`config.mk`:
```
export PLATFORM = sky130hd
export DESIGN_NAME = div
export DESIGN_NICKNAME = d
export VERILOG_FILES = /design/src/rtl/div.sv
export SDC_FILE = /design/constraint.sdc
export NUM_CORES = 1
export LEC_CHECK = 0
export ABC_AREA = 1
export ABC_CLOCK_PERIOD_IN_PS = 4010
export CORE_ASPECT_RATIO = 0.7
export CORE_MARGIN = 4
export CORE_UTILIZATION = 50
export DETAILED_ROUTE_END_ITERATION = 12
export HOLD_SLACK_MARGIN = 0.08
export PLACE_DENSITY = 0.79
export SLEW_MARGIN = 30
export SYNTH_ARGS = -nofsm -noshare
export SYNTH_HDL_FRONTEND = slang
export SYNTH_SLANG_ARGS = --single-unit
```
`constraint.sdc`:
```
create_clock -name clk -period 4.01 [get_ports clk]
set_input_delay 0.802 -clock clk [delete_from_list [all_inputs] [get_ports clk]]
set_output_delay 0.802 -clock clk [all_outputs]
set_load 0.01 [all_outputs]
```
`src/rtl/div.sv`:
```
// ============================================================================
// Module   : div
// Purpose  : 32-bit signed/unsigned restoring divider; one quotient bit per
//            cycle, result packed as {remainder, quotient}.
// Revision : 1.0 - initial release
// ============================================================================
`default_nettype none

module div (
    input  logic        clk,
    input  logic        rst,
    input  logic        signed_div_i,
    input  logic [31:0] opdata1_i,
    input  logic [31:0] opdata2_i,
    input  logic        start_i,
    input  logic        annul_i,
    output logic [63:0] result_o,
    output logic        ready_o
);

    localparam logic [1:0] S_FREE   = 2'd0;
    localparam logic [1:0] S_BYZERO = 2'd1;
    localparam logic [1:0] S_ON     = 2'd2;
    localparam logic [1:0] S_END    = 2'd3;

    localparam logic [5:0] C_STEPS  = 6'd32;

    logic [1:0]  r_state;
    logic [5:0]  r_cnt;
    logic [64:0] r_work;
    logic [31:0] r_divisor;
    logic        r_signed;
    logic        r_op1_neg;
    logic        r_op2_neg;

    logic [1:0]  w_state_nxt;
    logic [5:0]  w_cnt_nxt;
    logic [64:0] w_work_nxt;
    logic [31:0] w_divisor_nxt;
    logic        w_signed_nxt;
    logic        w_op1_neg_nxt;
    logic        w_op2_neg_nxt;
    logic [63:0] w_result_nxt;
    logic        w_ready_nxt;

    logic [31:0] w_op1_abs;
    logic [31:0] w_op2_abs;
    logic [32:0] w_diff;
    logic [31:0] w_quot;
    logic [31:0] w_rem;

    // Magnitudes are taken from the live operands: they are only consumed on
    // the start-sampling edge, after which the latched copies are used.
    assign w_op1_abs = (signed_div_i && opdata1_i[31]) ? (~opdata1_i + 32'd1) : opdata1_i;
    assign w_op2_abs = (signed_div_i && opdata2_i[31]) ? (~opdata2_i + 32'd1) : opdata2_i;

    assign w_diff = {1'b0, r_work[63:32]} - {1'b0, r_divisor};

    assign w_quot = (r_signed && (r_op1_neg ^ r_op2_neg)) ? (~r_work[31:0] + 32'd1)
                                                           : r_work[31:0];
    assign w_rem  = (r_signed && r_op1_neg) ? (~r_work[64:33] + 32'd1) : r_work[64:33];

    always_comb begin
        w_state_nxt   = r_state;
        w_cnt_nxt     = r_cnt;
        w_work_nxt    = r_work;
        w_divisor_nxt = r_divisor;
        w_signed_nxt  = r_signed;
        w_op1_neg_nxt = r_op1_neg;
        w_op2_neg_nxt = r_op2_neg;
        w_result_nxt  = result_o;
        w_ready_nxt   = ready_o;

        case (r_state)
            S_FREE: begin
                w_ready_nxt  = 1'b0;
                w_result_nxt = 64'd0;
                if (start_i && !annul_i) begin
                    if (opdata2_i == 32'd0) begin
                        w_state_nxt = S_BYZERO;
                    end else begin
                        w_state_nxt   = S_ON;
                        w_cnt_nxt     = 6'd0;
                        w_signed_nxt  = signed_div_i;
                        w_op1_neg_nxt = opdata1_i[31];
                        w_op2_neg_nxt = opdata2_i[31];
                        w_work_nxt    = {32'd0, w_op1_abs, 1'b0};
                        w_divisor_nxt = w_op2_abs;
                    end
                end
            end

            S_BYZERO: begin
                w_work_nxt   = 65'd0;
                w_result_nxt = 64'd0;
                w_ready_nxt  = 1'b1;
                w_state_nxt  = S_END;
            end

            S_ON: begin
                if (annul_i) begin
                    w_state_nxt  = S_FREE;
                    w_ready_nxt  = 1'b0;
                    w_result_nxt = 64'd0;
                end else if (r_cnt != C_STEPS) begin
                    // Borrow out means the divisor did not fit: shift in a 0.
                    if (w_diff[32]) begin
                        w_work_nxt = {r_work[63:0], 1'b0};
                    end else begin
                        w_work_nxt = {w_diff[31:0], r_work[31:0], 1'b1};
                    end
                    w_cnt_nxt = r_cnt + 6'd1;
                end else begin
                    w_result_nxt = {w_rem, w_quot};
                    w_ready_nxt  = 1'b1;
                    w_state_nxt  = S_END;
                end
            end

            S_END: begin
                if (!start_i) begin
                    w_state_nxt  = S_FREE;
                    w_ready_nxt  = 1'b0;
                    w_result_nxt = 64'd0;
                end
            end

            default: begin
                w_state_nxt  = S_FREE;
                w_ready_nxt  = 1'b0;
                w_result_nxt = 64'd0;
            end
        endcase
    end

    always_ff @(posedge clk) begin
        if (rst) begin
            r_state   <= S_FREE;
            r_cnt     <= 6'd0;
            r_work    <= 65'd0;
            r_divisor <= 32'd0;
            r_signed  <= 1'b0;
            r_op1_neg <= 1'b0;
            r_op2_neg <= 1'b0;
            result_o  <= 64'd0;
            ready_o   <= 1'b0;
        end else begin
            r_state   <= w_state_nxt;
            r_cnt     <= w_cnt_nxt;
            r_work    <= w_work_nxt;
            r_divisor <= w_divisor_nxt;
            r_signed  <= w_signed_nxt;
            r_op1_neg <= w_op1_neg_nxt;
            r_op2_neg <= w_op2_neg_nxt;
            result_o  <= w_result_nxt;
            ready_o   <= w_ready_nxt;
        end
    end

endmodule

`default_nettype wire
```
==> results.json, run 1 <==
{
  "rows": 49,
  "cts_tree": "built",
  "start_util_pct": 51.0,
  "viasPerCell": 5.50,
  "path_class": "flip-flop to flip-flop",
  "die_w_um": 202,
  "ys_seq_elements": 173,
  "vias": 14465,
  "cp.required_ns": 4.31,
  "syn_avg_cell_area_sq_um": 5.97,
  "relSlewSlack_pct": 37.0,
  "drv_cap": 0,
  "io_buffers": 133,
  "ant_nets": 0,
  "cts_resized": 0,
  "htreeDepth": 4,
  "hold_buffers": 0,
  "dr_wl_met2_um": 16700,
  "cp_max_fo": 33,
  "top_layer": "met4",
  "gp_congestion": 1.02,
  "synth_edf_count": 0,
  "dp_hpwl_um": 33900,
  "io_pins": 134,
  "chipHeight_um": 144,
  "cts_setup_buffers": 0,
  "drtIter0Drc": 1448,
  "grt_max_degree": 72,
  "r2r-start": "r_work[32]",
  "dieArea_sq_um": 29000,
  "async_flop_share_pct": 0,
  "yosysSeqAreaShare_pct": 26.4,
  "core_sq_um": 25700,
  "rsz0062_at_grt": "no",
  "first_pass_iters": 7,
  "clk-insertion-delay-late_ns": 0.44,
  "worst_slew_pin_slew_ns": 0.944,
  "grt_first_pass_wirelength_um": 66000,
  "wl_met3_um": 4950,
  "drc_errors": 0,
  "fin_crit_ns": 3.03,
  "cp.arrival_ns": 3.32,
  "cp-end-kind": "flip-flop",
  "final.setup.tns_ns": 0,
  "wl_per_cell_um": 16.3,
  "nNetsFinal": 2403,
  "m1WireLength_um": 20900,
  "clock_skew_ns": 0.0128,
  "grt_overflow": 0,
  "clockBufferDepth": 2,
  "max-vdd-ir-drop_uv": 259,
  "fin_util_pct": 58.7,
  "path_common_cell": "nand2_1",
  "cts.sinks": 173,
  "r2r_slack_ns": 0.98,
  "synth_area_sq_um": 13100,
  "layout_commonest_cell": "nand2_1",
  "timing.rr.end": "r_work[47]",
  "grt_pass1_vias": 12415,
  "max_stage_delay_ns": 0.44,
  "layout.cells.most_common_list": "nand2_1 (637), inv_1 (300), nand3_1 (234), a21oi_1 (204), nor2_1 (188)",
  "wl_um": 43000,
  "powerDensity_nw_per_um2": 459,
  "ys.flop_type": "dfxtp_1",
  "worst_slack_ns": 0.983,
  "clkTransAtPathRegs_ns": 0.07,
  "yosys_warnings": 0,
  "leakagePower_uw": 0.00714,
  "cp_cell_sequence": "inv_1, ha_1, fa_1, inv_1, nand2_1, nand2_1, nand3_1, nand2_1, nand2_1, nand2_2, nand2_4, nand2_4, nand3_1, nand3_1, a21oi_1",
  "hold_end": "result_o[4]",
  "status": "finished, final reports clean",
  "fmax_mhz": 330,
  "worstSetupStartpointType": "flip-flop",
  "maxSlewViolCount": 0,
  "hold_path_startpoint": "result_o[4]",
  "hold_violations": 0,
  "synth.distinct_cells": 49,
  "setup_viol": 0,
  "hp-class": "flip-flop to flip-flop",
  "min_path_cells": 2,
  "area_growth_pct": 15.1,
  "dp_slack_ns": 0.716,
  "diodes": 0,
  "synth_nets": 2316,
  "ff2ff_path_depth": 15,
  "synth_cells": 2202,
  "numCtsBuffers": 17,
  "antenna_found_initial": 0,
  "track_usage_pct": 28.4,
  "cts_root_buf": "clkbuf_16",
  "worst_path_max_delay_cell": "nand2_4",
  "drive_gt1_share_pct": 4.91,
  "post-route-period-util_pct": 75.5
}
-- power by group --
group          total [uW]  internal, uW  leakage (uW)  switching (uW)
Sequential           2190          1930       0.00141             266
Clock                1630           893      0.000269             733
Combinational        3120           934       0.00547            2190
Total                6940          3750       0.00714            3190
-- state kept, by name, summed over array words and instances (netlist names) --
name	count
r_divisor	32
r_signed	1
result_o	64
r_work	65
ready_o	1
r_state	2
r_op1_neg	1
r_cnt	6
r_op2_neg	1
-- cell families (layout without fill, tap and decap cells) --
logic type / count (synthesis) / count (layout) / share of synthesized area, %
AO/OA/AOI/OAI: 352 / 352 / 14.4
XOR/XNOR: 61 / 61 / 4.07
flip-flops: 173 / 173 / 26.4
adder cells (fa/ha/maj): 45 / 45 / 4.34
AND/OR/NAND/NOR: 1170 / 1170 / 38.4
buffers and inverters: 401 / 500 / 12.4
-- worst max-delay path by stage --
stage,start,end,slack (ns),cells after the start
2_1_floorplan,opdata2_i[0],r_work[56],1.74,14
3_3_place_gp,opdata2_i[0],r_work[19],0.77,13
3_5_place_dp,opdata2_i[0],r_work[19],0.72,13
4_1_cts,r_work[32],r_work[47],1.01,15
5_1_grt,r_work[32],r_work[47],0.80,15
6_report,r_work[32],r_work[47],0.98,15
-- synth_stat cells, types with 5 or more instances --
cell	instances	area share, %
nor2_2	6	0.29
dfxtp_1	173	26
nand3b_1	6	0.34
a21oi_1	204	7.8
ha_1	44	4.2
buf_2	22	0.84
o31ai_1	8	0.46
nor3_1	18	0.69
clkinv_1	8	0.23
nand3_1	234	8.9
inv_1	300	8.6
o21ai_0	95	3.6
nor2_1	189	5.4
xnor2_1	21	1.4
o21ai_1	9	0.34
a21oi_2	8	0.53
xor2_1	40	2.7
inv_2	17	0.49
buf_6	10	0.86
clkbuf_1	33	0.94
nand4_1	38	1.8
buf_1	5	0.14
nand2_2	5	0.24
nand3_2	9	0.69
or2_2	8	0.38
a211oi_1	6	0.34
nand2_1	637	18
-- final cells by class --
cell class,count,area (sq um)
clock buffers,20,457
well taps,331,414
fillers,2574,10600
repair buffers,144,1410
multi-input cells,1628,8050
clock inverters,11,110
inverters,325,1220
flip-flops and latches,173,3460
-- metrics by stage --
step | hold slack, ns | power (uW) | cell area [sq um] | std cells
2_1_floorplan | 0.443 | 4430 | 13100 | 2202
3_3_place_gp | 0.453 | 5160 | 14600 | 2601
3_5_place_dp | 0.456 | 5210 | 14600 | 2601
4_1_cts | 0.466 | 6830 | 15100 | 2632
5_1_grt | 0.485 | 7360 | 15100 | 2632
6_report | 0.465 | 6940 | 15100 | 2632
-- routing by layer --
metal / track usage [%] / vias to the layer above
met2: 39.1 / 661
met4: 4.67 / 0
met1: 44.7 / 6547
li1: - / 7225
met5: 0 / -
met3: 7.17 / 32
-- worst max-delay path, delay by kind of cell, from the launching register on --
family | cells | cell delay, ns
DFF | 1 | 0.35
AOI/OAI and AO/OA | 1 | 0.06
buffers and inverters | 2 | 0.24
adders and majority gates | 2 | 0.58
and+or+nand+nor | 10 | 1.65
Note: power is estimated with default switching activity, not from simulation.
==> run 2: changes to the inputs <==
--- a/config.mk
+++ b/config.mk
@@ -6,13 +6,13 @@
 export NUM_CORES = 1
 export LEC_CHECK = 0
 export ABC_AREA = 1
-export ABC_CLOCK_PERIOD_IN_PS = 4010
+export ABC_CLOCK_PERIOD_IN_PS = 2600
 export CORE_ASPECT_RATIO = 0.7
 export CORE_MARGIN = 4
 export CORE_UTILIZATION = 50
 export DETAILED_ROUTE_END_ITERATION = 12
 export HOLD_SLACK_MARGIN = 0.08
-export PLACE_DENSITY = 0.79
+export PLACE_DENSITY = 0.81
 export SLEW_MARGIN = 30
 export SYNTH_ARGS = -nofsm -noshare
 export SYNTH_HDL_FRONTEND = slang
==> constraint.sdc (replaced) <==
create_clock -name clk -period 2.6 [get_ports clk]
set_input_delay 0.52 -clock clk [delete_from_list [all_inputs] [get_ports clk]]
set_output_delay 0.52 -clock clk [all_outputs]
set_load 0.01 [all_outputs]
==> results.json, run 2 (synthesized netlist as in run 1, its figures left out) <==
{
  "hold_end": "result_o[19]",
  "path_class": "flip-flop to flip-flop",
  "rsz0062_at_grt": "no",
  "clk-insertion-delay-late_ns": 0.44,
  "fmax_mhz": 413,
  "first_pass_iters": 6,
  "worst_slew_pin_slew_ns": 0.709,
  "r2r-start": "r_work[32]",
  "maxSlewViolCount": 0,
  "layout_commonest_cell": "nand2_1",
  "area_growth_pct": 18.2,
  "hp-class": "flip-flop to flip-flop",
  "max_flop_register": "r_work",
  "relSlewSlack_pct": 52.3,
  "powerDensity_nw_per_um2": 710,
  "cts_tree": "built",
  "r2r_slack_ns": 0.18,
  "grt_overflow": 0,
  "worstSetupStartpointType": "flip-flop",
  "htreeDepth": 4,
  "chipHeight_um": 144,
  "vias": 14819,
  "grt_max_degree": 67,
  "nNetsFinal": 2441,
  "design_area_sq_um": 15500,
  "diodes": 0,
  "dp_hpwl_um": 34900,
  "cts.sinks": 173,
  "numCtsBuffers": 17,
  "leakagePower_uw": 0.00737,
  "gp_congestion": 0.991,
  "clkTransAtPathRegs_ns": 0.07,
  "wl_um": 44000,
  "nFillCells": 2453,
  "drc_errors": 0,
  "clock_skew_ns": 0.00865,
  "grt_first_pass_wirelength_um": 68900,
  "cp.required_ns": 2.97,
  "hold_buffers": 0,
  "ant_nets": 0,
  "antenna_found_initial": 0,
  "core_sq_um": 25700,
  "fin_crit_ns": 2.42,
  "drtIter0Drc": 1785,
  "start_util_pct": 51.0,
  "wl_per_cell_um": 16.5,
  "post-route-period-util_pct": 93.0,
  "die_w_um": 202,
  "layout.cells.most_common_list": "nand2_1 (637), inv_1 (300), nand3_1 (234), a21oi_1 (204), nor2_1 (188)",
  "dieArea_sq_um": 29000,
  "rows": 49,
  "largest_register_ffs": 65,
  "ff2ff_path_depth": 17,
  "track_usage_pct": 29.5,
  "top_regs": "r_work x65, result_o x64, r_divisor x32",
  "viasPerCell": 5.55,
  "max-vdd-ir-drop_uv": 503,
  "io_pins": 134,
  "hold_violations": 0,
  "cts_root_buf": "clkbuf_16",
  "cp.arrival_ns": 2.79,
  "dp_cells": 2639,
  "hold_path_startpoint": "result_o[19]",
  "status": "finished, final reports clean",
  "cp-end-kind": "flip-flop",
  "drv_cap": 0,
  "timing.rr.end": "r_work[62]",
  "place_area_sq_um": 15000,
  "min_path_cells": 2,
  "grt_pass1_vias": 13051,
  "setup_viol": 0,
  "io_buffers": 133,
  "drive_gt1_share_pct": 6.50,
  "cp_max_fo": 32,
  "clockBufferDepth": 2,
  "final_cells": 2670,
  "final.setup.tns_ns": 0
}
run 2: cell types whose count changed in the layout (fill, tap and decap cells not counted):
cell and delta:
inv_6 +1, clkbuf_8 -1, clkinv_2 +4, clkinv_4 -1, nand2_4 -1, buf_12 +9
clkbuf_1 -1, buf_6 +1, buf_4 +28, nand2_8 +1, clkinvlp_4 -2
run 2: where the power goes:
group / switching, uW / internal, uW
clock network: 1130 / 1340
registers: 410 / 2970
logic: 3470 / 1690
total: 5010 / 6010
run 2: layout make-up:
cell class | count | area, sq um | area share (%)
well taps | 331 | 414 | 2.67
inverters | 325 | 1220 | 7.86
multi-input cells | 1628 | 8060 | 51.9
flip-flops and latches | 173 | 3460 | 22.3
repair buffers | 182 | 1810 | 11.7
clock inverters | 13 | 115 | 0.742
clock buffers | 18 | 439 | 2.83
run 2: per-stage QoR:
stage	utilization (%)	setup WS (ns)	hold slack [ns]	power [uW]
after floorplan	-	0.521	0.443	6830
after global placement	58.1	0.0487	0.450	8250
after detailed placement	58.1	-0.0187	0.458	8380
after CTS	60.2	0.129	0.466	10800
after global routing	60.3	0.0196	0.486	11700
final	60.3	0.181	0.468	11000
run 2: how the worst max path moves through the flow:
| stage | start | endpoint | slack (ns) | cells after the start |
|---|---|---|---|---|
| 2_1_floorplan | r_work[32] | r_work[56] | 0.52 | 16 |
| 3_3_place_gp | opdata2_i[0] | r_work[59] | 0.05 | 15 |
| 4_1_cts | r_work[32] | r_work[62] | 0.13 | 17 |
| 3_5_place_dp | opdata2_i[0] | r_work[29] | -0.02 | 13 |
| 6_report | r_work[32] | r_work[62] | 0.18 | 17 |
| 5_1_grt | r_work[32] | r_work[63] | 0.02 | 17 |
run 2: critical path, stage by stage, from the launching register on:
cell	delay [ns]
dfxtp_1	0.36
inv_1	0.09
ha_1	0.21
fa_1	0.35
inv_1	0.09
nand2_1	0.08
nand2_1	0.09
nand3_1	0.07
nand2_1	0.13
nand2_1	0.08
nand2_2	0.11
nand2_4	0.09
buf_6	0.21
nand3_1	0.10
nand2_1	0.06
inv_1	0.06
nand2_1	0.06
a21oi_1	0.11
run 2: timing repair:
action                     4_1_cts  5_1_grt
buffers inserted                 0        0
resized for setup                0        2
setup endpoints to repair        0       10
run 2: layer usage:
layer / part of all wire [%] / global-route usage [%] / routed length (um) / vias to the layer above
li1: - / - / - / 7296
met1: 48 / 46.7 / 21000 / 6767
met2: 39 / 40.9 / 17300 / 707
met3: 11 / 5.50 / 4970 / 49
met4: 1.5 / 6.54 / 678 / 0
met5: 0 / 0 / 0 / -
==> run 3: changes to the inputs <==
--- a/config.mk
+++ b/config.mk
@@ -8,7 +8,7 @@
 export ABC_AREA = 1
 export ABC_CLOCK_PERIOD_IN_PS = 2600
 export CORE_ASPECT_RATIO = 0.7
-export CORE_MARGIN = 4
+export CORE_MARGIN = 2
 export CORE_UTILIZATION = 50
 export DETAILED_ROUTE_END_ITERATION = 12
 export HOLD_SLACK_MARGIN = 0.08
==> results.json, run 3 (synthesized netlist as in run 1, its figures left out) <==
{
  "status": "finished, final reports clean",
  "timing.rr.end": "r_work[47]",
  "final.setup.tns_ns": 0,
  "clock_skew_ns": 0.0123,
  "gp_congestion": 0.972,
  "drive_gt1_share_pct": 6.42,
  "cts_tree": "built",
  "dieArea_sq_um": 27600,
  "cp.arrival_ns": 2.75,
  "startpoint": "r_work[32]",
  "numCtsBuffers": 17,
  "grt_pass1_vias": 13234,
  "largest_register_ffs": 65,
  "grt_max_degree": 115,
  "cp-end-kind": "flip-flop",
  "worstSetupStartpointType": "flip-flop",
  "viasPerCell": 5.60,
  "grt_overflow": 0,
  "fmax_mhz": 409,
  "top_regs": "r_work x65, result_o x64, r_divisor x32",
  "clockBufferDepth": 2,
  "ant_nets": 0,
  "area_growth_pct": 18.6,
  "cts.sinks": 173,
  "wl_per_cell_um": 16.6,
  "relSlewSlack_pct": 52.4,
  "io_pins": 134,
  "hold_violations": 0,
  "grt_first_pass_wirelength_um": 69600,
  "post-route-period-util_pct": 94.1,
  "chipHeight_um": 140,
  "start_util_pct": 51.0,
  "antenna_found_initial": 0,
  "powerDensity_nw_per_um2": 723,
  "rows": 49,
  "die_w_um": 198,
  "max_flop_register": "r_work",
  "hp-class": "flip-flop to flip-flop",
  "nNetsFinal": 2437,
  "drv_cap": 0,
  "fin_crit_ns": 2.45,
  "hold_path_startpoint": "result_o[25]",
  "min_path_cells": 2,
  "maxSlewViolCount": 0,
  "track_usage_pct": 31.8,
  "htreeDepth": 4,
  "io_buffers": 133,
  "path_class": "flip-flop to flip-flop",
  "first_pass_iters": 7,
  "layout_commonest_cell": "nand2_1",
  "rsz0062_at_grt": "no",
  "dp_hpwl_um": 34400,
  "hold_buffers": 0,
  "max-vdd-ir-drop_uv": 425,
  "clk-insertion-delay-late_ns": 0.44,
  "cts_root_buf": "clkbuf_16",
  "setup_viol": 0,
  "leakagePower_uw": 0.00738,
  "hold_end": "result_o[25]",
  "cp_max_fo": 27,
  "cp.required_ns": 2.90,
  "r2r_slack_ns": 0.15,
  "whs_ns": 0.465,
  "core_sq_um": 25700,
  "worst_slew_pin_slew_ns": 0.708,
  "diodes": 0,
  "power_uw": 11300,
  "clkTransAtPathRegs_ns": 0.07,
  "design_area_sq_um": 15600,
  "drc_errors": 0,
  "r2r-start": "r_work[32]",
  "drtIter0Drc": 1599,
  "vias": 14928,
  "layout.cells.most_common_list": "nand2_1 (636), inv_1 (300), nand3_1 (234), a21oi_1 (204), nor2_1 (188)",
  "wl_um": 44200,
  "place_area_sq_um": 15000,
  "ff2ff_path_depth": 16
}
-- run 3: per-layer routing --
metal | vias to the layer above | track usage, % | share of wire [%]
li1 | 7291 | - | -
met1 | 6851 | 48.5 | 47
met3 | 39 | 8.80 | 12
met2 | 747 | 44.2 | 40
met4 | 0 | 5.90 | 1.1
met5 | - | 0 | 0
-- run 3: metrics by stage --
stage | worst slack (ns) | utilization (%) | instances
detailed placement | -0.0576 | 58.1 | 2635
finish | 0.153 | 60.5 | 2667
floorplan | 0.521 | - | 2202
global route | 0.00184 | 60.5 | 2667
global placement | 0.0396 | 58.1 | 2635
CTS | 0.147 | 60.5 | 2667
-- run 3: power breakdown --
group	switching, uW	internal [uW]
clock network	1130	1610
logic	3490	1650
registers	409	2970
-- run 3: timing repair --
action / in CTS / in global routing
buffers inserted: 0 / 0
setup endpoints to repair: 0 / 9
resized for setup: 0 / 3
-- run 3: worst max-delay path by stage --
stage          cells after the start         end
6_report                          16  r_work[47]
5_1_grt                           13  r_work[47]
4_1_cts                           16  r_work[47]
3_5_place_dp                      12  r_work[56]
3_3_place_gp                      12  r_work[59]
2_1_floorplan                     16  r_work[56]
-- run 3: layout make-up --
type | instances | area [sq um]
clock buffer | 18 | 429
sequential | 173 | 3460
multi-input combinational | 1628 | 8060
fill | 2456 | 10200
tap | 331 | 414
timing repair buffer | 178 | 1800
clock inverter | 14 | 193
inverter | 325 | 1220
-- run 3: critical path, stage by stage (launching register included) --
cell	delay (ns)
dfxtp_1	0.34
inv_1	0.09
ha_1	0.21
fa_1	0.36
inv_1	0.09
nand2_1	0.08
nand2_1	0.09
nand3_1	0.10
nand2_2	0.12
nand2_1	0.10
nand2_4	0.12
nand2_4	0.08
nand2_4	0.09
buf_12	0.18
nand3_1	0.13
nand3_1	0.09
a21oi_1	0.06
